File: src/rtl/ssd_capture_pkg.sv
// ssd_pkg: shared constants for the seven-segment capture path.
//   SEG_N_0..SEG_N_9, SEG_N_BLANK : active-low segment patterns (bit0=a .. bit6=g)
//   SEG_A..SEG_G                  : segment bit positions within a pattern
//   ERR_CNT_W                     : width of the saturating error counter
//   pat_class_e                   : classification of a committed pattern
package ssd_pkg;

  localparam logic [6:0] SEG_N_0     = 7'h40;
  localparam logic [6:0] SEG_N_1     = 7'h79;
  localparam logic [6:0] SEG_N_2     = 7'h24;
  localparam logic [6:0] SEG_N_3     = 7'h30;
  localparam logic [6:0] SEG_N_4     = 7'h19;
  localparam logic [6:0] SEG_N_5     = 7'h12;
  localparam logic [6:0] SEG_N_6     = 7'h02;
  localparam logic [6:0] SEG_N_7     = 7'h78;
  localparam logic [6:0] SEG_N_8     = 7'h00;
  localparam logic [6:0] SEG_N_9     = 7'h10;
  localparam logic [6:0] SEG_N_BLANK = 7'h7F;

  localparam int unsigned SEG_A = 0;
  localparam int unsigned SEG_B = 1;
  localparam int unsigned SEG_C = 2;
  localparam int unsigned SEG_D = 3;
  localparam int unsigned SEG_E = 4;
  localparam int unsigned SEG_F = 5;
  localparam int unsigned SEG_G = 6;

  localparam int unsigned ERR_CNT_W = 8;

  typedef enum logic [1:0] {
    PAT_DIGIT,
    PAT_BLANK,
    PAT_ILLEGAL
  } pat_class_e;

endpackage

File: src/rtl/ssd_capture_if.sv
// ssd_capture_if: display bus plus decoded results.
//   seg_n       : active-low segments (bit0=a .. bit6=g)
//   dig_n       : active-low digit enables, bit i low selects digit i
//   value       : decoded BCD, digit i in bits [4i+3:4i]
//   digit_valid : digit i holds a legal decoded value
//   upd, err    : one-cycle pulses on a result change / illegal pattern
//   err_cnt     : saturating count of err pulses
// master drives the display bus; slave is the capture block.
interface ssd_capture_if #(
  parameter int unsigned NUM_DIGITS = 4
);
  import ssd_pkg::*;

  logic [6:0]              seg_n;
  logic [NUM_DIGITS-1:0]   dig_n;
  logic [4*NUM_DIGITS-1:0] value;
  logic [NUM_DIGITS-1:0]   digit_valid;
  logic                    upd;
  logic                    err;
  logic [ERR_CNT_W-1:0]    err_cnt;

  modport master (
    output seg_n, dig_n,
    input  value, digit_valid, upd, err, err_cnt
  );

  modport slave (
    input  seg_n, dig_n,
    output value, digit_valid, upd, err, err_cnt
  );

endinterface

File: src/rtl/ssd_capture_decode.sv
// ssd_decode: combinational active-low segment pattern to BCD decoder.
//   seg_n : active-low segment pattern
//   code  : BCD value (0 unless legal)
//   legal : pattern is one of the digits 0..9
//   blank : pattern has every segment off
module ssd_decode
  import ssd_pkg::*;
(
  input  logic [6:0] seg_n,
  output logic [3:0] code,
  output logic       legal,
  output logic       blank
);

  always_comb begin
    code  = '0;
    legal = 1'b1;
    blank = 1'b0;
    case (seg_n)
      SEG_N_0:     code = 4'd0;
      SEG_N_1:     code = 4'd1;
      SEG_N_2:     code = 4'd2;
      SEG_N_3:     code = 4'd3;
      SEG_N_4:     code = 4'd4;
      SEG_N_5:     code = 4'd5;
      SEG_N_6:     code = 4'd6;
      SEG_N_7:     code = 4'd7;
      SEG_N_8:     code = 4'd8;
      SEG_N_9:     code = 4'd9;
      SEG_N_BLANK: begin
        legal = 1'b0;
        blank = 1'b1;
      end
      default:     legal = 1'b0;
    endcase
  end

endmodule

File: src/rtl/ssd_capture.sv
// ssd_capture: reads a multiplexed active-low seven-segment bus back into
// per-digit BCD values. Each sampled {seg_n, dig_n} pair must be seen on
// STABLE_CYCLES consecutive edges with exactly one digit selected before it
// is committed to that digit; idle and ghosted selects reset the filter.
//   clk, rst : clock, asynchronous active-high reset
//   bus      : ssd_capture_if slave (seg_n/dig_n in, decoded results out)
module ssd_capture
  import ssd_pkg::*;
#(
  parameter int unsigned NUM_DIGITS    = 4,
  parameter int unsigned STABLE_CYCLES = 4
) (
  input  logic          clk,
  input  logic          rst,
  ssd_capture_if.slave  bus
);

  localparam int unsigned CW = $clog2(STABLE_CYCLES + 1);
  localparam logic [CW-1:0] CNT_MAX = CW'(STABLE_CYCLES);

  logic [6:0]                 seg_q;
  logic [NUM_DIGITS-1:0]      dig_q;
  logic [CW-1:0]              cnt, cnt_nxt;
  logic                       commit_q, commit_nxt;
  logic [NUM_DIGITS-1:0][3:0] value_q;
  logic [NUM_DIGITS-1:0]      valid_q;
  logic                       upd_q, upd_nxt;
  logic                       err_q, err_nxt;
  logic [ERR_CNT_W-1:0]       err_cnt_q;

  logic       sel_now, same_now;
  logic [3:0] dec_code;
  logic       dec_legal, dec_blank;
  pat_class_e cls;
  logic [3:0] cur_val;
  logic       cur_valid;

  assign sel_now  = $onehot(~bus.dig_n);
  assign same_now = (bus.seg_n == seg_q) && (bus.dig_n == dig_q);

  // commit_nxt marks the edge on which the run length first reaches
  // CNT_MAX; the commit itself happens one edge later from seg_q/dig_q,
  // which at that point still hold the counted pair.
  always_comb begin
    cnt_nxt    = '0;
    commit_nxt = 1'b0;
    if (sel_now) begin
      if (same_now) begin
        cnt_nxt    = (cnt == CNT_MAX) ? CNT_MAX : cnt + CW'(1);
        commit_nxt = (cnt != CNT_MAX) && (cnt_nxt == CNT_MAX);
      end else begin
        cnt_nxt    = CW'(1);
        commit_nxt = (CNT_MAX == CW'(1));
      end
    end
  end

  ssd_decode u_decode (
    .seg_n (seg_q),
    .code  (dec_code),
    .legal (dec_legal),
    .blank (dec_blank)
  );

  always_comb begin
    if (dec_legal)      cls = PAT_DIGIT;
    else if (dec_blank) cls = PAT_BLANK;
    else                cls = PAT_ILLEGAL;
  end

  // Current contents of the digit addressed by dig_q (exactly one zero
  // whenever commit_q is set).
  always_comb begin
    cur_val   = '0;
    cur_valid = 1'b0;
    for (int unsigned i = 0; i < NUM_DIGITS; i++) begin
      if (!dig_q[i]) begin
        cur_val   = value_q[i];
        cur_valid = valid_q[i];
      end
    end
  end

  always_comb begin
    upd_nxt = 1'b0;
    err_nxt = 1'b0;
    if (commit_q) begin
      case (cls)
        PAT_DIGIT: upd_nxt = !cur_valid || (cur_val != dec_code);
        PAT_BLANK: upd_nxt = cur_valid;
        default:   err_nxt = 1'b1;
      endcase
    end
  end

  always_ff @(posedge clk or posedge rst) begin
    if (rst) begin
      seg_q     <= SEG_N_BLANK;
      dig_q     <= '1;
      cnt       <= '0;
      commit_q  <= 1'b0;
      value_q   <= '0;
      valid_q   <= '0;
      upd_q     <= 1'b0;
      err_q     <= 1'b0;
      err_cnt_q <= '0;
    end else begin
      seg_q    <= bus.seg_n;
      dig_q    <= bus.dig_n;
      cnt      <= cnt_nxt;
      commit_q <= commit_nxt;
      upd_q    <= upd_nxt;
      err_q    <= err_nxt;
      if (commit_q) begin
        for (int unsigned i = 0; i < NUM_DIGITS; i++) begin
          if (!dig_q[i]) begin
            if (cls == PAT_DIGIT) begin
              value_q[i] <= dec_code;
              valid_q[i] <= 1'b1;
            end else if (cls == PAT_BLANK) begin
              valid_q[i] <= 1'b0;
            end
          end
        end
      end
      if (err_nxt && (err_cnt_q != '1)) err_cnt_q <= err_cnt_q + 1'b1;
    end
  end

  assign bus.value       = value_q;
  assign bus.digit_valid = valid_q;
  assign bus.upd         = upd_q;
  assign bus.err         = err_q;
  assign bus.err_cnt     = err_cnt_q;

endmodule

File: src/flat_wrapper.sv
// flat-port wrapper written by rule: the top's interface ports become plain ports
module ssd_capture_flat import ssd_pkg::*;
#(
  parameter int unsigned NUM_DIGITS    = 4,
  parameter int unsigned STABLE_CYCLES = 4
)
  (clk, rst, bus_seg_n, bus_dig_n, bus_value, bus_digit_valid, bus_upd, bus_err, bus_err_cnt);
  ssd_capture_if #(.NUM_DIGITS(NUM_DIGITS)) bus_i ();
  input  logic clk;
  input  logic rst;
  input wire logic [$bits(bus_i.seg_n)-1:0] bus_seg_n;
  input wire logic [$bits(bus_i.dig_n)-1:0] bus_dig_n;
  output wire logic [$bits(bus_i.value)-1:0] bus_value;
  output wire logic [$bits(bus_i.digit_valid)-1:0] bus_digit_valid;
  output wire logic [$bits(bus_i.upd)-1:0] bus_upd;
  output wire logic [$bits(bus_i.err)-1:0] bus_err;
  output wire logic [$bits(bus_i.err_cnt)-1:0] bus_err_cnt;
  assign bus_i.seg_n = bus_seg_n;
  assign bus_i.dig_n = bus_dig_n;
  assign bus_value = bus_i.value;
  assign bus_digit_valid = bus_i.digit_valid;
  assign bus_upd = bus_i.upd;
  assign bus_err = bus_i.err;
  assign bus_err_cnt = bus_i.err_cnt;
  ssd_capture #(.NUM_DIGITS(NUM_DIGITS), .STABLE_CYCLES(STABLE_CYCLES)) u_core (.clk(clk), .rst(rst), .bus(bus_i));
endmodule
File: config.mk
export PLATFORM = sky130hd
export DESIGN_NAME = ssd_capture_flat
export DESIGN_NICKNAME = d
export VERILOG_FILES = /design/src/rtl/ssd_capture_pkg.sv /design/src/rtl/ssd_capture_if.sv /design/src/rtl/ssd_capture_decode.sv /design/src/rtl/ssd_capture.sv /design/src/flat_wrapper.sv
export SDC_FILE = /design/constraint.sdc
export NUM_CORES = 1
export LEC_CHECK = 0
export ABC_CLOCK_PERIOD_IN_PS = 6100
export CORE_MARGIN = 2
export CORE_UTILIZATION = 55
export DETAILED_ROUTE_END_ITERATION = 10
export GPL_ROUTABILITY_DRIVEN = 1
export GPL_TIMING_DRIVEN = 0
export MAX_ROUTING_LAYER = met4
export PLACE_DENSITY = 0.91
export SLEW_MARGIN = 20
export SYNTH_ARGS = -nofsm -noshare
export SYNTH_HDL_FRONTEND = slang
export SYNTH_SLANG_ARGS = --single-unit
File: constraint.sdc
create_clock -name clk -period 6.1 [get_ports clk]
set_input_delay 0.915 -clock clk [delete_from_list [all_inputs] [get_ports clk]]
set_output_delay 0.915 -clock clk [all_outputs]
set_load 0.02 [all_outputs]
==> flow_summary_export.csv <==
group,metric,value,unit
clock_network,cts_hold_buf,0,
critical_path,worst_ep_required_time,6280,ps
global_routing,grtUsageMet1,28.76,%
global_routing,met3_usage,4.185,%
clock_network,htreeDepth,2,
floorplan,dieArea,4879,µm²
critical_path,path_class,"in -> reg",
place,gp_congestion,0.8312,
place,place_ws,2678,ps
clock_network,clock_latency,310,ps
global_routing,met2_usage,39.47,%
power_and_ir_drop,clkPwrFrac,32.1,%
status,status,"finished, final reports clean",
timing,relSlewSlack,66.59,%
yosys,ys_warn_count,0,
yosys,netlist_area,2385,µm²
clock_network,cts_resized,0,
power_and_ir_drop,power.total,552.7,µW
floorplan,die_w,69.85,µm
routing,wl,5.158,mm
critical_path,crit_slowest_cell,"clkdlybuf4s50_1",
critical_path,worst_setup_path_end_kind,"register",
power_and_ir_drop,power.density,186.1,nW/µm²
timing,period_minus_slack,3110,ps
place,dpl.hpwl,3.790,mm
min_path,min_path_type,"reg -> reg",
global_routing,grt_max_degree,38,
yosys,async_flop_share,100.0,%
clock_network,cts_buffers,5,
finish,num_antenna_cells,0,
routing,dr.pass1.iters,4,
critical_path,path_buf_inv,2,
clock_network,path_clk_slew,90,ps
critical_path,arrival,3290,ps
critical_path,crit_path_cell_trace,"clkdlybuf4s50_1, inv_1, ha_1, ha_1, fa_1, nor4b_1, nor4b_1",
global_routing,grt_pass1_wl,9.025,mm
clock_network,cts_tree,"done",
timing,slew_viol_final,0,
critical_path,slowest_delay,520,ps
routing,drtAntennaViolNets,0,
finish,post_route_cells_drive_above_1_share,13.57,%
yosys,ys_seq_area_share,47.80,%
power_and_ir_drop,p_sw_share,24.86,%
finish,final_cells,330,
yosys,synth_edf_count,0,
timing,post-route-period-util,50.99,%
finish,final_area,2969,µm²
run,maxCapViolations,0,
timing,worst_pin_slew,501.2,ps
power_and_ir_drop,internal_power,415.3,µW
global_routing,antenna_found_initial,0,
floorplan,row_count,23,
power_and_ir_drop,seqPwrFrac,56.3,%
critical_path,critical_path.max_fanout,3,
global_routing,first_global_vias,1992,
clock_network,cts_root_buf,"clkbuf_8",
timing,rsz0062_at_grt,"no",
yosys,synth.ff_latch_count,45,
place,post_dp_cell_area,2888,µm²
yosys,synth_ff_type,"dfrtp_1",
routing,drt_iter0_drc,170,
timing,final_hold_viol_count,0,
yosys,syn-num-nets,249,
timing,timing.final.setup_violations,0,
floorplan,start_util,58.36,%
power_and_ir_drop,vdd_ir_drop_max,0.1460,mV
timing,clock_skew,14.06,ps
global_routing,grt_busiest_layer,"met2",
timing,fin_ws,2990,ps
floorplan,ios,43,
critical_path,start_kind,"primary input",
clock_network,cts.sinks,45,
clock_network,postCtsSetupBuffers,0,
timing,timing.fmax,321.5,MHz
floorplan,die_y,69.85,µm
finish,finalNetCount,299,
power_and_ir_drop,pwr-share-comb,11.6,%
yosys,syn_inst,229,
timing,fin_tns_setup,0,ps
place,portBuffers,42,
timing,whs,514.4,ps
routing,drc,0,
critical_path,crit_family,"adder cells",
global_routing,grt.overflow.total,0,
floorplan,core,4086,µm²
yosys,avgSynthCellArea,10.41,µm²
global_routing,track_usage,24.02,%
place,dp.cells,322,
routing,vias,1957,
clock_network,clk_path_buf_depth,2,
routing,wl_per_cell,15.63,µm
yosys,ys_types,52,
routing,via_per_inst,5.930,
finish,syn2layout_area_growth,24.50,%
power_and_ir_drop,switching_power,137.4,µW
power_and_ir_drop,p_leak,1.225,nW
finish,final_core_util,72.66,%
[synthesized netlist by cell type, drive strengths merged, types with 2 or more instances]
cell type   n  share of area [%]
a311oi      2               0.73
nor3        5                1.0
nand4       8                2.1
xor2       12                4.4
nand3       5                1.0
ha          6                3.1
inv        21                3.3
buf         6                1.6
nor2b       5                1.3
nor4        2               0.52
a221o       2               0.84
nand3b      2               0.63
mux2i       2               0.84
or2         2               0.52
xnor2       8                2.9
dfrtp      34                 36
dfstp      11                 12
o22ai      11                2.9
nor2        8                1.3
mux2        5                2.4
or3         2               0.52
nand2       6               0.94
o21ai      19                4.1
and3        6                1.6
and2        2               0.52
clkbuf      4               0.63
a2111oi     2                1.8
nor4b       3                1.1
nand2b      4                1.0
a21oi       8                2.0
[registers in the layout (all words and copies together) (netlist names)]
register,flops
u_core.seg_q,7
u_core.commit_q,1
u_core.bus.value,16
u_core.dig_q,4
u_core.bus.digit_valid,4
u_core.bus.upd,1
u_core.bus.err,1
u_core.bus.err_cnt,8
u_core.cnt,3
[cells by family (layout without fill, tap and decap cells)]
kind of cell | count (synthesis) | count (layout) | synth area share (%)
simple gates | 63 | 63 | 15.27
compound gates | 56 | 56 | 16.84
flops | 45 | 45 | 47.80
buf+inv | 31 | 82 | 5.562
xor+xnor | 20 | 20 | 7.345
fa+ha+maj | 7 | 7 | 3.987
mux | 7 | 7 | 3.200
[final cells by class]
type	instances	area, µm²
Buffer	10	53.80
Clock buffer	7	76.32
Clock inverter	1	5.005
Fill cell	305	1117
Inverter	21	78.83
Multi-Input combinational cell	153	1112
Sequential cell	45	1140
Tap cell	50	62.56
Timing Repair Buffer	43	440.4
[per-layer routing]
metal | up-vias | wire [µm]
met5 | - | 0
met4 | 0 | 99
met3 | 12 | 269
met2 | 67 | 2588
met1 | 950 | 2200
li1 | 928 | -
[layout by cell type (no fill, tap or decap), types with 2 or more instances in the layout]
| cell type | synthesis | final |
|---|---|---|
| buf_2 | 4 | 4 |
| nor4b_1 | 3 | 3 |
| nand3b_1 | 2 | 2 |
| o22ai_1 | 11 | 11 |
| a221o_1 | 2 | 2 |
| clkbuf_1 | 4 | 6 |
| ha_1 | 6 | 6 |
| nor2_1 | 8 | 8 |
| or3_1 | 2 | 2 |
| mux2_2 | 5 | 5 |
| a311oi_1 | 2 | 2 |
| inv_1 | 21 | 20 |
| nand4_1 | 8 | 8 |
| and2_1 | 2 | 2 |
| nor2b_1 | 5 | 5 |
| nor4_1 | 2 | 2 |
| dfstp_2 | 11 | 11 |
| nand2b_1 | 4 | 4 |
| xor2_1 | 12 | 12 |
| dfrtp_1 | 34 | 34 |
| xnor2_1 | 8 | 8 |
| mux2i_1 | 2 | 2 |
| nand2_1 | 6 | 6 |
| nand3_1 | 5 | 5 |
| a21oi_1 | 6 | 6 |
| o21ai_0 | 18 | 18 |
| clkbuf_8 | 0 | 5 |
| nor3_1 | 5 | 5 |
| and3_1 | 6 | 6 |
| clkdlybuf4s50_1 | 0 | 42 |
| a21oi_2 | 2 | 2 |
[worst register-to-register path: cells and delay by family (launching register included)]
family	cells	cell delay, ps
buffers and inverters	2	580
DFF	1	520
AOI/OAI and AO/OA	2	510
and+or+nand+nor	2	370
xor gates and xnor gates	1	160
[power groups by stage]
| stage | clock network, mW | logic [mW] | registers, mW |
|---|---|---|---|
| 5_1_grt | 0.192 | 0.0719 | 0.312 |
| 3_3_place_gp | 0 | 0.0593 | 0.316 |
| 2_1_floorplan | 0 | 0.0422 | 0.315 |
| 4_1_cts | 0.182 | 0.0640 | 0.311 |
| 6_report | 0.178 | 0.0639 | 0.311 |
| 3_5_place_dp | 0 | 0.0635 | 0.317 |
[worst paths after layout]
check | startpoint | to | slack [ps] | depth (start not counted)
max | bus_dig_n[0] | u_core.commit_q | 2990 | 7
min | u_core.bus.err_cnt[7] | u_core.bus.err_cnt[7] | 510 | 1
max reg2reg | u_core.seg_q[1] | u_core.bus.err_cnt[7] | 3860 | 7
min reg2reg | u_core.bus.err_cnt[7] | u_core.bus.err_cnt[7] | 510 | 1
max in group asynchronous | rst | u_core.seg_q[3] | 4750 | 3
min in group asynchronous | rst | u_core.cnt[1] | 840 | 2
(Power assumes the default switching activity.)
==> variant, RTL diff (same settings) <==
`NUM_DIGITS` is set to 4 in 3 places; all go to 2.
--- a/src/rtl/ssd_capture_if.sv
+++ b/src/rtl/ssd_capture_if.sv
@@ -9,3 +9,3 @@
 interface ssd_capture_if #(
-  parameter int unsigned NUM_DIGITS = 4
+  parameter int unsigned NUM_DIGITS = 2
 );
--- a/src/rtl/ssd_capture.sv
+++ b/src/rtl/ssd_capture.sv
@@ -9,3 +9,3 @@
 #(
-  parameter int unsigned NUM_DIGITS    = 4,
+  parameter int unsigned NUM_DIGITS    = 2,
   parameter int unsigned STABLE_CYCLES = 4
--- a/src/flat_wrapper.sv
+++ b/src/flat_wrapper.sv
@@ -3,3 +3,3 @@
 #(
-  parameter int unsigned NUM_DIGITS    = 4,
+  parameter int unsigned NUM_DIGITS    = 2,
   parameter int unsigned STABLE_CYCLES = 4
Ports: changed (resized bus_dig_n, bus_digit_valid and bus_value); port bits go from 43 to 31. No check against the original RTL was run, so the function may have changed too.
==> variant against the original RTL <==
  * Count of clock-buffer cells in the layout did not move
  * Combinational power is 34% lower
  * Total power fell by 26%
  * Via count is 30% lower
  * Worst setup slack better by 0.78 ns
  * Fmax increased by 33%
  * Area after synthesis decreased by 22%
  * Sequential cell count shrank 12
  * Critical path depth fell by 6
  * Routed wire length fell by 29%
  * Cell area is 23% lower
  * Die area shrank 21%
  * Final cell count decreased by 25%
  * Register-to-register slack better by 0.10 ns
  * Largest cell class is now multi-input combinational cells
  * Highest routed layer unchanged
==> variant: results (changes against the original RTL) <==
- Data-path buffer share of cell area in the final layout: 15.9% (-0.78 points)
- Wire length reported by the detailed router: 3640 um (-29%)
- Leakage power: 0.932 nW (-24%)
- Max Fanout on Critical Path: 6 (+3)
- Unique cell type count in the Yosys netlist: 49 (-5.8%)
- Buffers outside the clock class: 38 (-28%)
- Maximum cell stage delay along the critical path: 0.64 ns (+0.12 ns)
- Largest net degree at the start of global routing: 34 (-11%)
- Most common flop cell mapped by yosys: sky130_fd_sc_hd__dfrtp_1
- Clk tree area frac: 3.08% (+0.34 points)
- Synth top area cells: sky130_fd_sc_hd__dfrtp_1 (32%), sky130_fd_sc_hd__dfstp_2 (13%), sky130_fd_sc_hd__xnor2_1 (8.0%), sky130_fd_sc_hd__mux2_2 (3.0%), sky130_fd_sc_hd__nand4_1 (2.7%)
- Post-route standard cell area excluding fillers: 2280 um^2 (-23%)
- Syn_nets: 178 (-29%)
- Insertion delay of the later-clocked pin in the worst-skew pair: 0.34 ns (+0.03 ns)
- Run status: complete, no violations
- Flop and latch count out of synthesis: 33 (-27%)
- Startpoint of the most critical hold path: u_core.bus.err_cnt[5]
- Final setup viols: 0 (unchanged)
- Global placement routability congestion: 0.952 (+15%)
- Wire length of the first global-routing pass: 5790 um (-36%)
- Slack of the worst reg-to-reg path: 3.96 ns (+0.10 ns)
- Sequential share of the synthesized area: 45.2% (-2.6 points)
- Worst R2R Start: u_core.dig_q[1]
- Transition time at the pin with the least slew margin: 0.659 ns (+0.158 ns)
- Leading post-synthesis cells by instance count: sky130_fd_sc_hd__dfrtp_1 (24), sky130_fd_sc_hd__xnor2_1 (17), sky130_fd_sc_hd__dfstp_2 (9)
- Detailed placement HPWL: 2820 um (-26%)
- Sequential share of cell area: 36.7% (-1.7 points)
- Total via count after detailed routing: 1378 (-30%)
- All-layer global routing usage: 21.7% (-2.3 points)
- WP data arrival: 1.42 ns (-1.87 ns)
- Placed standard-cell area: 2210 um^2 (-24%)
- Fraction of layout cells with a size suffix above 1: 20.3% (+6.7 points)
- Layout multi-input combinational cell count: 116 (-24%)
- First DRT Iteration DRCs: 81 (-52%)
- Vias in the first global route: 1264 (-37%)
- Area of the placeable core: 3280 um^2 (-20%)
- Non-clock inverter total of the final layout: 7 (-67%)
- Pre-CTS setup slack: 3.49 ns (+0.815 ns)
- Count of mapped cells out of synthesis: 164 (-28%)
- Multi-input logic area: 926 um^2 (-17%)
- Per-cell routed wire length: 14.7 um (-6.1%)
- Number of fill cells in the layout: 241 (-21%)
- WHS Path Cells: 1 (unchanged)
- Total placed cells including tap cells: 240 (-25%)
- Count of input and output buffers: 30 (-29%)
- Cell depth of the worst flop-to-flop path: 6 (-1)
- Endpoint of the worst hold-timing path: u_core.bus.err_cnt[5]
- Max rail drop VDD: 0.156 mV (+6.8%)
- Nets: 215 (-28%)
- Root Buffer: sky130_fd_sc_hd__clkbuf_4
==> variant: changes by cell type after synthesis, moves of 7 or more <==
cell	unedited run	this run
sky130_fd_sc_hd__xnor2_1	8	17
sky130_fd_sc_hd__o21ai_0	18	7
sky130_fd_sc_hd__o22ai_1	11	0
sky130_fd_sc_hd__inv_1	21	7
sky130_fd_sc_hd__xor2_1	12	5
sky130_fd_sc_hd__dfrtp_1	34	24
==> variant: kinds of logic (layout without fill, tap and decap cells) <==
family	after synthesis	after routing	synth area share (%)
AND/OR/NAND/NOR	52	52	18.6
flip-flops	33	33	45.2
AO/OA/AOI/OAI	31	31	14.1
XOR/XNOR	22	22	10.4
buffers and inverters	15	53	4.73
multiplexers	8	8	4.94
adder cells (fa/ha/maj)	3	3	2.03
==> variant: how the worst max path moves through the flow <==
stage / start / to / slack [ns] / cells after the start
floorplan: u_core.seg_q[6] / u_core.bus.value[3] / 4.17 / 7
global placement: bus_dig_n[0] / u_core.commit_q / 3.58 / 6
detailed placement: bus_dig_n[0] / u_core.commit_q / 3.49 / 6
CTS: u_core.bus.err_cnt[2] / bus_err_cnt[2] / 3.76 / 1
global route: u_core.bus.err_cnt[2] / bus_err_cnt[2] / 3.69 / 1
finish: u_core.bus.err_cnt[2] / bus_err_cnt[2] / 3.77 / 1
==> variant: per-layer routing <==
| metal | vias up | track usage [%] | wire [um] |
|---|---|---|---|
| li1 | 664 | - | - |
| met1 | 674 | 25.8 | 1560 |
| met2 | 36 | 34.8 | 1840 |
| met3 | 4 | 7.45 | 192 |
| met4 | 0 | 6.38 | 45 |
| met5 | - | - | 0 |
==> variant: where the power goes <==
group	switching [mW]	internal [mW]	leakage, nW
clock network	0.0720	0.0667	0.0413
registers	0.00345	0.225	0.428
logic	0.0233	0.0191	0.463
total	0.0987	0.311	0.932
